==> src/rtl/dm_pkg.sv <==
// dm_pkg: DMI request/response types shared with dm_top
package dm;
  typedef enum logic [1:0] {
    DTM_NOP   = 2'h0,
    DTM_READ  = 2'h1,
    DTM_WRITE = 2'h2
  } dtm_op_e;
  localparam logic [1:0] DTM_SUCCESS = 2'h0;
  localparam logic [1:0] DTM_ERR     = 2'h2;
  localparam logic [1:0] DTM_BUSY    = 2'h3;
  typedef struct packed {
    logic [6:0] addr;
    dtm_op_e    op;
    logic [31:0] data;
  } dmi_req_t;
  typedef struct packed {
    logic [31:0] data;
    logic [1:0]  resp;
  } dmi_resp_t;
endpackage

==> src/rtl/tapasco_dmi_pkg.sv <==
// tapasco_dmi_pkg: bridge FSM states, queued request entry and sticky error bit indices
package tapasco_dmi_pkg;
  typedef enum logic [1:0] {
    IDLE      = 2'd0,
    ISSUE     = 2'd1,
    WAIT_RESP = 2'd2
  } state_e;
  typedef struct packed {
    dm::dtm_op_e op;
    logic [6:0]  addr;
    logic [31:0] data;
  } req_entry_t;
  localparam int unsigned ERR_RESP    = 0;
  localparam int unsigned ERR_TIMEOUT = 1;
  localparam int unsigned ERR_OVFL    = 2;
endpackage

==> src/rtl/fifo_v3.sv <==
// fifo_v3: synchronous FIFO; push while full is accepted when a pop happens in the same cycle
//   clk_i/rst_ni clock and async active-low reset, flush_i empties the queue,
//   full_o/empty_o/usage_o status, data_i/push_i write side, data_o/pop_i read side
module fifo_v3 #(
  parameter bit          FALL_THROUGH = 1'b0,
  parameter int unsigned DATA_WIDTH   = 32,
  parameter int unsigned DEPTH        = 8,
  parameter type         dtype        = logic [DATA_WIDTH-1:0],
  parameter int unsigned ADDR_DEPTH   = (DEPTH > 1) ? $clog2(DEPTH) : 1
) (
  input  logic                  clk_i,
  input  logic                  rst_ni,
  input  logic                  flush_i,
  output logic                  full_o,
  output logic                  empty_o,
  output logic [ADDR_DEPTH-1:0] usage_o,
  input  dtype                  data_i,
  input  logic                  push_i,
  output dtype                  data_o,
  input  logic                  pop_i
);
  dtype mem_q [DEPTH];
  logic [ADDR_DEPTH-1:0] wr_q, rd_q;
  logic [ADDR_DEPTH:0] cnt_q;
  logic bypass, wr, rd;
  // when full, the write slot equals the slot being popped, so push+pop reuses it
  assign bypass  = FALL_THROUGH && cnt_q == '0 && push_i && pop_i;
  assign wr      = push_i && !bypass && (!full_o || pop_i);
  assign rd      = pop_i && !bypass && cnt_q != '0;
  assign full_o  = cnt_q == (ADDR_DEPTH+1)'(DEPTH);
  assign empty_o = cnt_q == '0 && !(FALL_THROUGH && push_i);
  assign usage_o = cnt_q[ADDR_DEPTH-1:0];
  assign data_o  = (FALL_THROUGH && cnt_q == '0) ? data_i : mem_q[rd_q];
  always_ff @(posedge clk_i or negedge rst_ni) begin
    if (!rst_ni) begin
      wr_q  <= '0;
      rd_q  <= '0;
      cnt_q <= '0;
    end else if (flush_i) begin
      wr_q  <= '0;
      rd_q  <= '0;
      cnt_q <= '0;
    end else begin
      wr_q  <= wr_q + ADDR_DEPTH'(wr);
      rd_q  <= rd_q + ADDR_DEPTH'(rd);
      cnt_q <= cnt_q + (ADDR_DEPTH+1)'(wr) - (ADDR_DEPTH+1)'(rd);
    end
  end
  always_ff @(posedge clk_i) begin
    if (wr) mem_q[wr_q] <= data_i;
  end
endmodule

==> src/rtl/tapasco_dmi_bridge.sv <==
// tapasco_dmi_bridge: turns the host's level DMI strobe into dm_top valid/ready transactions
//   host_*  : strobe/op/addr/wdata in; clear, read data, busy, pending count, sticky errors out
//   dmi_*   : request valid/ready/payload and response valid/ready/payload towards dm_top
module tapasco_dmi_bridge
  import tapasco_dmi_pkg::*;
#(
  parameter int unsigned ReqDepth      = 4,
  parameter int unsigned TimeoutCycles = 1024,
  parameter int unsigned DmiAddrWidth  = 7
) (
  input  logic                      clk_i,
  input  logic                      rst_ni,
  input  logic                      host_req_i,
  input  logic                      host_wr_i,
  input  logic [DmiAddrWidth-1:0]   host_addr_i,
  input  logic [31:0]               host_wdata_i,
  input  logic                      host_clr_i,
  output logic [31:0]               host_rdata_o,
  output logic                      host_busy_o,
  output logic [$clog2(ReqDepth):0] host_pending_o,
  output logic [2:0]                host_err_o,
  output logic                      dmi_req_valid_o,
  input  logic                      dmi_req_ready_i,
  output dm::dmi_req_t              dmi_req_o,
  input  logic                      dmi_resp_valid_i,
  output logic                      dmi_resp_ready_o,
  input  dm::dmi_resp_t             dmi_resp_i
);
  localparam int unsigned AW = $clog2(ReqDepth);
  localparam int unsigned TW = TimeoutCycles > 0 ? $clog2(TimeoutCycles + 1) : 1;
  state_e state_q, state_d;
  req_entry_t new_entry, head, out_q, out_d;
  logic req_q, push, pop, full, empty, ovfl, timeout, resp_ready_q;
  logic [AW-1:0] usage;
  logic [TW-1:0] timer_q, timer_d;
  logic [31:0] rdata_q, rdata_d;
  logic [2:0] err_q, err_d;
  assign push      = host_req_i & ~req_q;
  assign pop       = state_q == IDLE && !empty;
  assign ovfl      = push && full && !pop;
  assign new_entry = '{op: host_wr_i ? dm::DTM_WRITE : dm::DTM_READ, addr: 7'(host_addr_i), data: host_wdata_i};
  // a response in the last timer cycle still counts, so timeout requires no response
  assign timeout   = TimeoutCycles != 0 && state_q == WAIT_RESP && !dmi_resp_valid_i &&
                     timer_q == TW'(TimeoutCycles - 1);
  fifo_v3 #(
    .FALL_THROUGH (1'b0),
    .DEPTH        (ReqDepth),
    .dtype        (req_entry_t)
  ) i_req_fifo (
    .clk_i   (clk_i),
    .rst_ni  (rst_ni),
    .flush_i (1'b0),
    .full_o  (full),
    .empty_o (empty),
    .usage_o (usage),
    .data_i  (new_entry),
    .push_i  (push),
    .data_o  (head),
    .pop_i   (pop)
  );
  always_comb begin
    state_d = state_q;
    out_d   = out_q;
    timer_d = timer_q;
    rdata_d = rdata_q;
    err_d   = host_clr_i ? 3'b000 : err_q;
    err_d[ERR_OVFL] = err_d[ERR_OVFL] | ovfl;
    case (state_q)
      IDLE: if (pop) begin
        out_d   = head;
        state_d = ISSUE;
      end
      ISSUE: if (dmi_req_ready_i) begin
        timer_d = '0;
        state_d = WAIT_RESP;
      end
      WAIT_RESP: if (dmi_resp_valid_i) begin
        state_d = IDLE;
        if (dmi_resp_i.resp != dm::DTM_SUCCESS) err_d[ERR_RESP] = 1'b1;
        else if (out_q.op == dm::DTM_READ) rdata_d = dmi_resp_i.data;
      end else if (timeout) begin
        err_d[ERR_TIMEOUT] = 1'b1;
        state_d = IDLE;
      end else if (timer_q != '1) begin
        timer_d = timer_q + TW'(1);
      end
      default: state_d = IDLE;
    endcase
  end
  always_ff @(posedge clk_i or negedge rst_ni) begin
    if (!rst_ni) begin
      state_q      <= IDLE;
      out_q        <= '{op: dm::DTM_NOP, addr: '0, data: '0};
      timer_q      <= '0;
      rdata_q      <= '0;
      err_q        <= '0;
      req_q        <= 1'b0;
      resp_ready_q <= 1'b0;
    end else begin
      state_q      <= state_d;
      out_q        <= out_d;
      timer_q      <= timer_d;
      rdata_q      <= rdata_d;
      err_q        <= err_d;
      req_q        <= host_req_i;
      resp_ready_q <= state_d != ISSUE;
    end
  end
  // registered so it reads 0 during reset while tracking state_q != ISSUE afterwards
  assign dmi_resp_ready_o = resp_ready_q;
  assign dmi_req_valid_o  = state_q == ISSUE;
  assign dmi_req_o        = '{addr: out_q.addr, op: out_q.op, data: out_q.data};
  assign host_rdata_o     = rdata_q;
  assign host_err_o       = err_q;
  assign host_busy_o      = !empty || state_q != IDLE;
  assign host_pending_o   = {full, usage} + (AW+1)'(state_q != IDLE);
endmodule

==> config.mk <==
export PLATFORM = sky130hd
export DESIGN_NAME = tapasco_dmi_bridge
export DESIGN_NICKNAME = d
export VERILOG_FILES = /design/src/rtl/dm_pkg.sv /design/src/rtl/tapasco_dmi_pkg.sv /design/src/rtl/fifo_v3.sv /design/src/rtl/tapasco_dmi_bridge.sv
export SDC_FILE = /design/constraint.sdc
export NUM_CORES = 1
export LEC_CHECK = 0
export BUFFER_PORTS_ARGS = -buffer_cell sky130_fd_sc_hd__buf_2
export CORE_UTILIZATION = 56
export CTS_CLUSTER_SIZE = 20
export DETAILED_ROUTE_END_ITERATION = 6
export PLACE_DENSITY_LB_ADDON = 0.3
export SLEW_MARGIN = 10
export SYNTH_ARGS = -nofsm -noshare
export SYNTH_HDL_FRONTEND = slang
export SYNTH_SLANG_ARGS = --single-unit
export TNS_END_PERCENT = 50
==> constraint.sdc <==
create_clock -name clk_i -period 6.5 [get_ports clk_i]
set_input_delay 0.65 -clock clk_i [delete_from_list [all_inputs] [get_ports clk_i]]
set_output_delay 0.65 -clock clk_i [all_outputs]
set_load 0.02 [all_outputs]
# --- Word level (Yosys, flattened, before mapping) ---
# Memories as Yosys holds them, arrays and structs flattened. A register that Yosys moved wholly into a read port is not among the register bits.
# Cells that the tools add are included.
totals:
  ff_bits: 57
  mem_bits_rw: 164
  in_bits: 80
  out_inout_bits: 82
  elab_cells: 73
  mem_count: 1
classes:
  n_addsub: 6
  eq_ne: 11
  muxes: 19
  n_bitwise: 4
  reduce_logical: 23
mem_list:
  columns: ["memory", "words", "width", "read_ports", "rd_clocked_by_memory_dff", "wr", "line", "text"]
  rows:
  - ["i_req_fifo.mem_q", 4, 41, 1, 1, 1, "fifo_v3.sv:22", "dtype mem_q [DEPTH];"]
ops:
  columns: ["op", "n"]
  rows:
  - ["2-to-1 mux 11 bit", 4]
  - ["one-hot mux 11 bit (2 select lines)", 1]
  - ["2-to-1 mux 2 bit", 6]
  - ["adder 11 x 1 -> 11 bit (second input constant)", 1]
  - ["equality test 11 x 10 -> 1 bit (second input constant)", 1]
  - ["inequality test 11 bit (second input constant)", 1]
  - ["logical AND 1 bit", 7]
  - ["adder 3 x 1 -> 3 bit", 2]
  - ["2-to-1 mux 1 bit", 6]
  - ["inequality test 2 x 1 -> 1 bit (second input constant)", 3]
  - ["one-hot mux 2 bit (3 select lines)", 1]
  - ["nonzero test 2 bit", 3]
  - ["zero test 1 bit", 5]
  - ["AND reduction 5 bit", 1]
  - ["adder 2 x 1 -> 2 bit", 2]
  - ["equality test 2 x 1 -> 1 bit (second input constant)", 2]
  - ["inequality test 2 bit (second input constant)", 2]
  - ["AND reduction 4 bit", 1]
  - ["equality test 3 bit (second input constant)", 1]
  - ["zero test 3 bit", 1]
  - ["2-to-1 mux 3 bit", 1]
  - ["nonzero test 3 bit", 1]
  - ["subtractor 3 x 1 -> 3 bit", 1]
  - ["equality test 2 bit (second input constant)", 1]
  - ["other kinds (6)", 8]

# --- Longest topological paths before layout ---
logic_depth:
  word_depth: 7
  ltp_mapped: 12
  ltp_nobuf: 10

# --- Hierarchy ---
# A second synthesis with hierarchy kept.
unflattened:
  hier_cells: 508
  area_unflattened_um2: 10080.9
modules_own_cells:
  columns: ["mod", "n_inst", "cells_per_inst", "area_per_inst_um2", "seq_area_each_um2"]
  rows:
  - ["fifo_v3", 1, 252, 6391.1, 5099.9]
  - ["tapasco_dmi_bridge", 1, 256, 3689.8, 2277.2]

# --- Worst setup path after synthesis ---
# Ideal clock, no wire load.
synth_path:
  kind: "reg-to-reg"
  start: "register state_q[0]"
  end: "memory i_req_fifo.mem_q[0][0] in the netlist's numbering, enable pin"
  setup_ps: 499
  arrival_time_ps: 4157
  t_required_ps: 6001
  slack_ps: 1844
  path_stages_with_launch: 6
  path_buffers: 0
  synth_period_minus_slack_ps: 4656
  cell_sequence: "dfrtp_1 inv_1 ha_1 or4b_2 nor2b_1 nor3b_1"
synth_between:
  elab_chain_cells: 6
synth_lines:
  columns: ["element", "line", "text"]
  rows:
  - ["from (decl)", "tapasco_dmi_bridge.sv:31", "state_e state_q, state_d;"]
  - ["from (signal assigned)", "tapasco_dmi_bridge.sv:100", "state_q <= state_d;"]
  - ["zero test 2 bit", "tapasco_dmi_bridge.sv:39", "assign pop = state_q == IDLE && !empty;"]
  - ["logical AND 1 bit", "tapasco_dmi_bridge.sv:39", null]
  - ["logical OR 1 bit", "fifo_v3.sv:28", "assign wr = push_i && !bypass && (!full_o || pop_i);"]
  - ["logical AND 1 bit", "fifo_v3.sv:28", null]
  - ["2-to-1 mux 1 bit", "fifo_v3.sv:50", "if (wr) mem_q[wr_q] <= data_i;"]
  - ["2-to-1 mux 1 bit (implied by the code)", "fifo_v3.sv:50", null]
  - ["to (decl)", "fifo_v3.sv:22", null]
# No other way between the ends.

# --- Final worst setup path ---
layout_path:
  start: "register i_req_fifo.cnt_q[1]"
  end: "register i_req_fifo.cnt_q[2]"
layout_between:
  elab_chain_cells: 7
  elab_cells_between_ends: 11
  classes_between: "2 x add/sub; 1 x eq/ne; 8 x reduce/logical"
layout_lines:
  columns: ["element", "line", "text"]
  rows:
  - ["from (decl)", "fifo_v3.sv:24", "logic [ADDR_DEPTH:0] cnt_q;"]
  - ["from (signal assigned)", "fifo_v3.sv:46", "cnt_q <= cnt_q + (ADDR_DEPTH+1)'(wr) - (ADDR_DEPTH+1)'(rd);"]
  - ["zero test 3 bit", "fifo_v3.sv:31", "assign empty_o = cnt_q == '0 && !(FALL_THROUGH && push_i);"]
  - ["zero test 1 bit", "tapasco_dmi_bridge.sv:39", null]
  - ["logical AND 1 bit", "tapasco_dmi_bridge.sv:39", null]
  - ["logical OR 1 bit", "fifo_v3.sv:28", null]
  - ["logical AND 1 bit", "fifo_v3.sv:28", null]
  - ["adder 3 x 1 -> 3 bit", "fifo_v3.sv:46", null]
  - ["subtractor 3 x 1 -> 3 bit (*)", "fifo_v3.sv:46", null]
# Mark *: on every way between the ends. The rest lies on a longest branch, timed or not.
# A chain may end at the register's enable or synchronous reset.

==> flow_metrics.py <==
metrics = {
    "run_status": {
        "status": "complete, no violations",
    },
    "hold_path": {
        "hold_start": "host_req_i",
        "hold_path_end": "req_q",
        "min_path_cells": 1,
        "hp-class": "in2reg",
    },
    "placed_design": {
        "place_hpwl_mm": 11.60,
        "gp_congestion": 0.8195,
        "dp_slack_ps": 2702,
        "place_inst": 960,
        "io_buffers": 161,
    },
    "synth": {
        "ys_seq_elements": 262,
        "syn-cell-area_mm2": 0.009966,
        "syn_inst": 591,
        "synth.distinct_cells": 42,
        "yosys_warnings": 0,
        "synth_fp_nets": 683,
        "synth.avg_cell_area_um2": 16.86,
        "synthFlopType": "edfxtp_1",
        "yosysSeqAreaShare": 0.7402,
        "synth_enable_flop_cells": 164,
        "async_flop_share": 0.3740,
    },
    "global_route": {
        "grt_pass1_wl_mm": 30.15,
        "grt_usage": 0.2172,
        "grt_max_degree": 84,
        "grt_overflow": 0,
        "antenna_found_initial": 1,
        "grt_pass1_vias": 5814,
    },
    "timing": {
        "period_share": 0.5800,
        "setup_viol": 0,
        "worst_slack_ps": 2730,
        "worst_pin_slew_ps": 1128,
        "drv_slew": 0,
        "whs_ps": 268.5,
        "hold_viol": 0,
        "min_period_ps": 3770,
        "fin_setup_tns_ps": 0,
        "rsz0062_at_grt": "false",
        "slew_headroom": 0.2481,
        "worst_clock_skew_ps": 24.07,
        "fmax_mhz": 265.3,
    },
    "setup_path": {
        "r2r-start": "i_req_fifo.cnt_q[1]",
        "ff2ff_setup_slack_ps": 2730,
        "max_stage_delay_ps": 850,
        "critical_path.startpoint_type": "register",
        "path_class": "reg2reg",
        "startpoint": "i_req_fifo.cnt_q[1]",
        "endpoint_kind": "register",
        "reg2regPathDepth": 9,
        "worstPathCellList": "nor3_1 -> nand2b_2 -> inv_2 -> ha_1 -> inv_1 -> ha_1 -> fa_1 -> xor2_1 -> xnor2_1",
        "critical_path.slowest_cell": "nand2b_2",
        "crit_required_ps": 6900,
        "crit_buf_inv": 2,
        "rr_endpoint": "i_req_fifo.cnt_q[2]",
        "critPathArrivalTime_ps": 4170,
        "cp_max_fo": 44,
        "cpLargestDelayFamily": "simple AND/OR/NAND/NOR gates",
        "crit_top_cell": "ha_1",
    },
    "final_layout": {
        "syn_to_final_growth_pct": 19.32,
        "fillCellCount": 1179,
        "instances_no_fill": 1008,
        "postLayoutCoreUtil": 0.6851,
        "nNetsFinal": 856,
        "multiInputGateArea_mm2": 0.002485,
        "seq_area_mm2": 0.007380,
        "drive_above_1_share": 0.3729,
        "diodes": 0,
    },
    "cts": {
        "cts_tree": "yes",
        "cts_buffer_depth": 3,
        "ctsHoldBuffers": 1,
        "clk_pin_slew_worst_paths_ps": 60,
        "numCtsBuffers": 26,
        "cts_root_buf": "clkbuf_16",
        "cts_setup_buffers": 0,
        "cts_resized": 0,
        "insertion_delay_ps": 530,
        "cts_max_level": 1,
        "clock_sinks": 262,
    },
    "drt": {
        "wl_per_cell_um": 19.13,
        "postRouteWirelength_mm": 19.28,
        "drt-pass1-iter-count": 4,
        "initialDrtViolationCount": 371,
        "via_per_inst": 5.543,
        "drcViolationCount": 0,
        "ant_nets": 0,
        "vias": 5587,
    },
    "power_and_ir_drop": {
        "peakVddDrop_mv": 0.2999,
        "leakagePower_uw": 0.005044,
        "p_per_area_mw_per_mm2": 462.0,
    },
    "flow_run": {
        "maxCapViolCount": 0,
    },
    "floorplan": {
        "pin_count": 162,
        "core-area_mm2": 0.01736,
        "die_w_um": 135.4,
        "design.die.area_mm2": 0.01833,
        "start_util": 0.5742,
        "rows": 48,
        "die_y_um": 135.4,
    },
}
-- cells by family after synthesis --
group	Yosys count	synth area share
XOR/XNOR	5	0.004395
multiplexers	73	0.1288
AND/OR/NAND/NOR	179	0.07759
flip-flops	262	0.7402
adder cells (fa/ha/maj)	12	0.01582
AO/OA/AOI/OAI	26	0.01946
buffers and inverters	34	0.01368
-- layout make-up --
type / count / share of cell area
inverter: 11 / 0.003472
sequential: 262 / 0.6206
timing repair buffer: 168 / 0.07260
tap: 225 / 0.02367
multi-input combinational: 295 / 0.2090
clock inverter: 9 / 0.008838
clock buffer: 38 / 0.06187
-- state kept, by name, summed over array words and instances, names as in the netlist --
signal	flops
dmi_req_o	41
dmi_resp_ready_o	1
host_err_o	3
host_rdata_o	32
i_req_fifo.cnt_q	3
i_req_fifo.mem_q	164
i_req_fifo.rd_q	2
i_req_fifo.wr_q	2
req_q	1
state_q	2
timer_q	11
-- layer usage --
| metal | track usage | wire [µm] | vias to the layer above | part of all wire |
|---|---|---|---|---|
| li1 | - | - | 2545 | - |
| met1 | 0.2690 | 7637 | 2815 | 0.40 |
| met2 | 0.3900 | 9918 | 194 | 0.51 |
| met3 | 0.04826 | 1396 | 31 | 0.072 |
| met4 | 0.04869 | 322 | 2 | 0.017 |
| met5 | 0 | 8 | - | 0.00041 |
-- worst max path at each step --
stage,endpoint,slack [ps],cells after the start
after floorplan,i_req_fifo.mem_q[0][0],1840,5
final,i_req_fifo.cnt_q[2],2730,9
after CTS,i_req_fifo.cnt_q[2],2670,9
after global routing,i_req_fifo.cnt_q[2],2420,9
after global placement,i_req_fifo.cnt_q[2],2850,9
after detailed placement,i_req_fifo.cnt_q[2],2700,9
-- per-stage QoR --
step	cell area, µm²	total power, µW
global placement	11040	4025
floorplan	9966	3530
global route	11890	5798
detailed placement	11040	4101
finish	11890	5494
CTS	11890	5565
-- layout by cell type, fill, tap and decap left out, types with 8 or more instances in the layout --
cell,count
buf_2,160
ha_1,11
mux2_2,30
clkbuf_16,26
edfxtp_1,164
inv_1,10
nand2_1,135
clkbuf_1,8
mux4_2,41
dfrtp_1,96
-- synthesized netlist by cell type, types with 3 or more instances --
cell	number	area, µm²
ha_1	11	137.6
xor2_1	3	26.28
a21o_1	5	37.54
a211o_1	3	26.28
mux2_2	30	337.8
or2_2	3	18.77
nor2_1	6	22.52
dfrtp_1	98	2452
nand3_1	7	35.03
nand2b_1	5	31.28
nand2_1	135	506.7
buf_2	7	35.03
edfxtp_1	164	4925
inv_1	10	37.54
nor3_1	7	35.03
mux4_2	41	923.4
o31ai_1	3	22.52
nor2b_1	3	18.77
clkbuf_1	16	60.06
a21oi_1	3	15.01
o21ai_0	3	15.01
-- report_power, final --
part | total, µW | leakage [µW] | switching, µW | internal (µW)
Sequential | 2380 | 0.00275 | 248 | 2130
Clock | 1450 | 0.000415 | 586 | 863
Combinational | 1670 | 0.00187 | 1010 | 658
-- worst register-to-register path, stage by stage, from the launching register on --
cell and delay, ps:
dfrtp_1 430, nor3_1 310, nand2b_2 850, inv_2 630, ha_1 510, inv_1 40, ha_1 180, fa_1 400
xor2_1 170, xnor2_1 130
(Power assumes the default switching activity.)
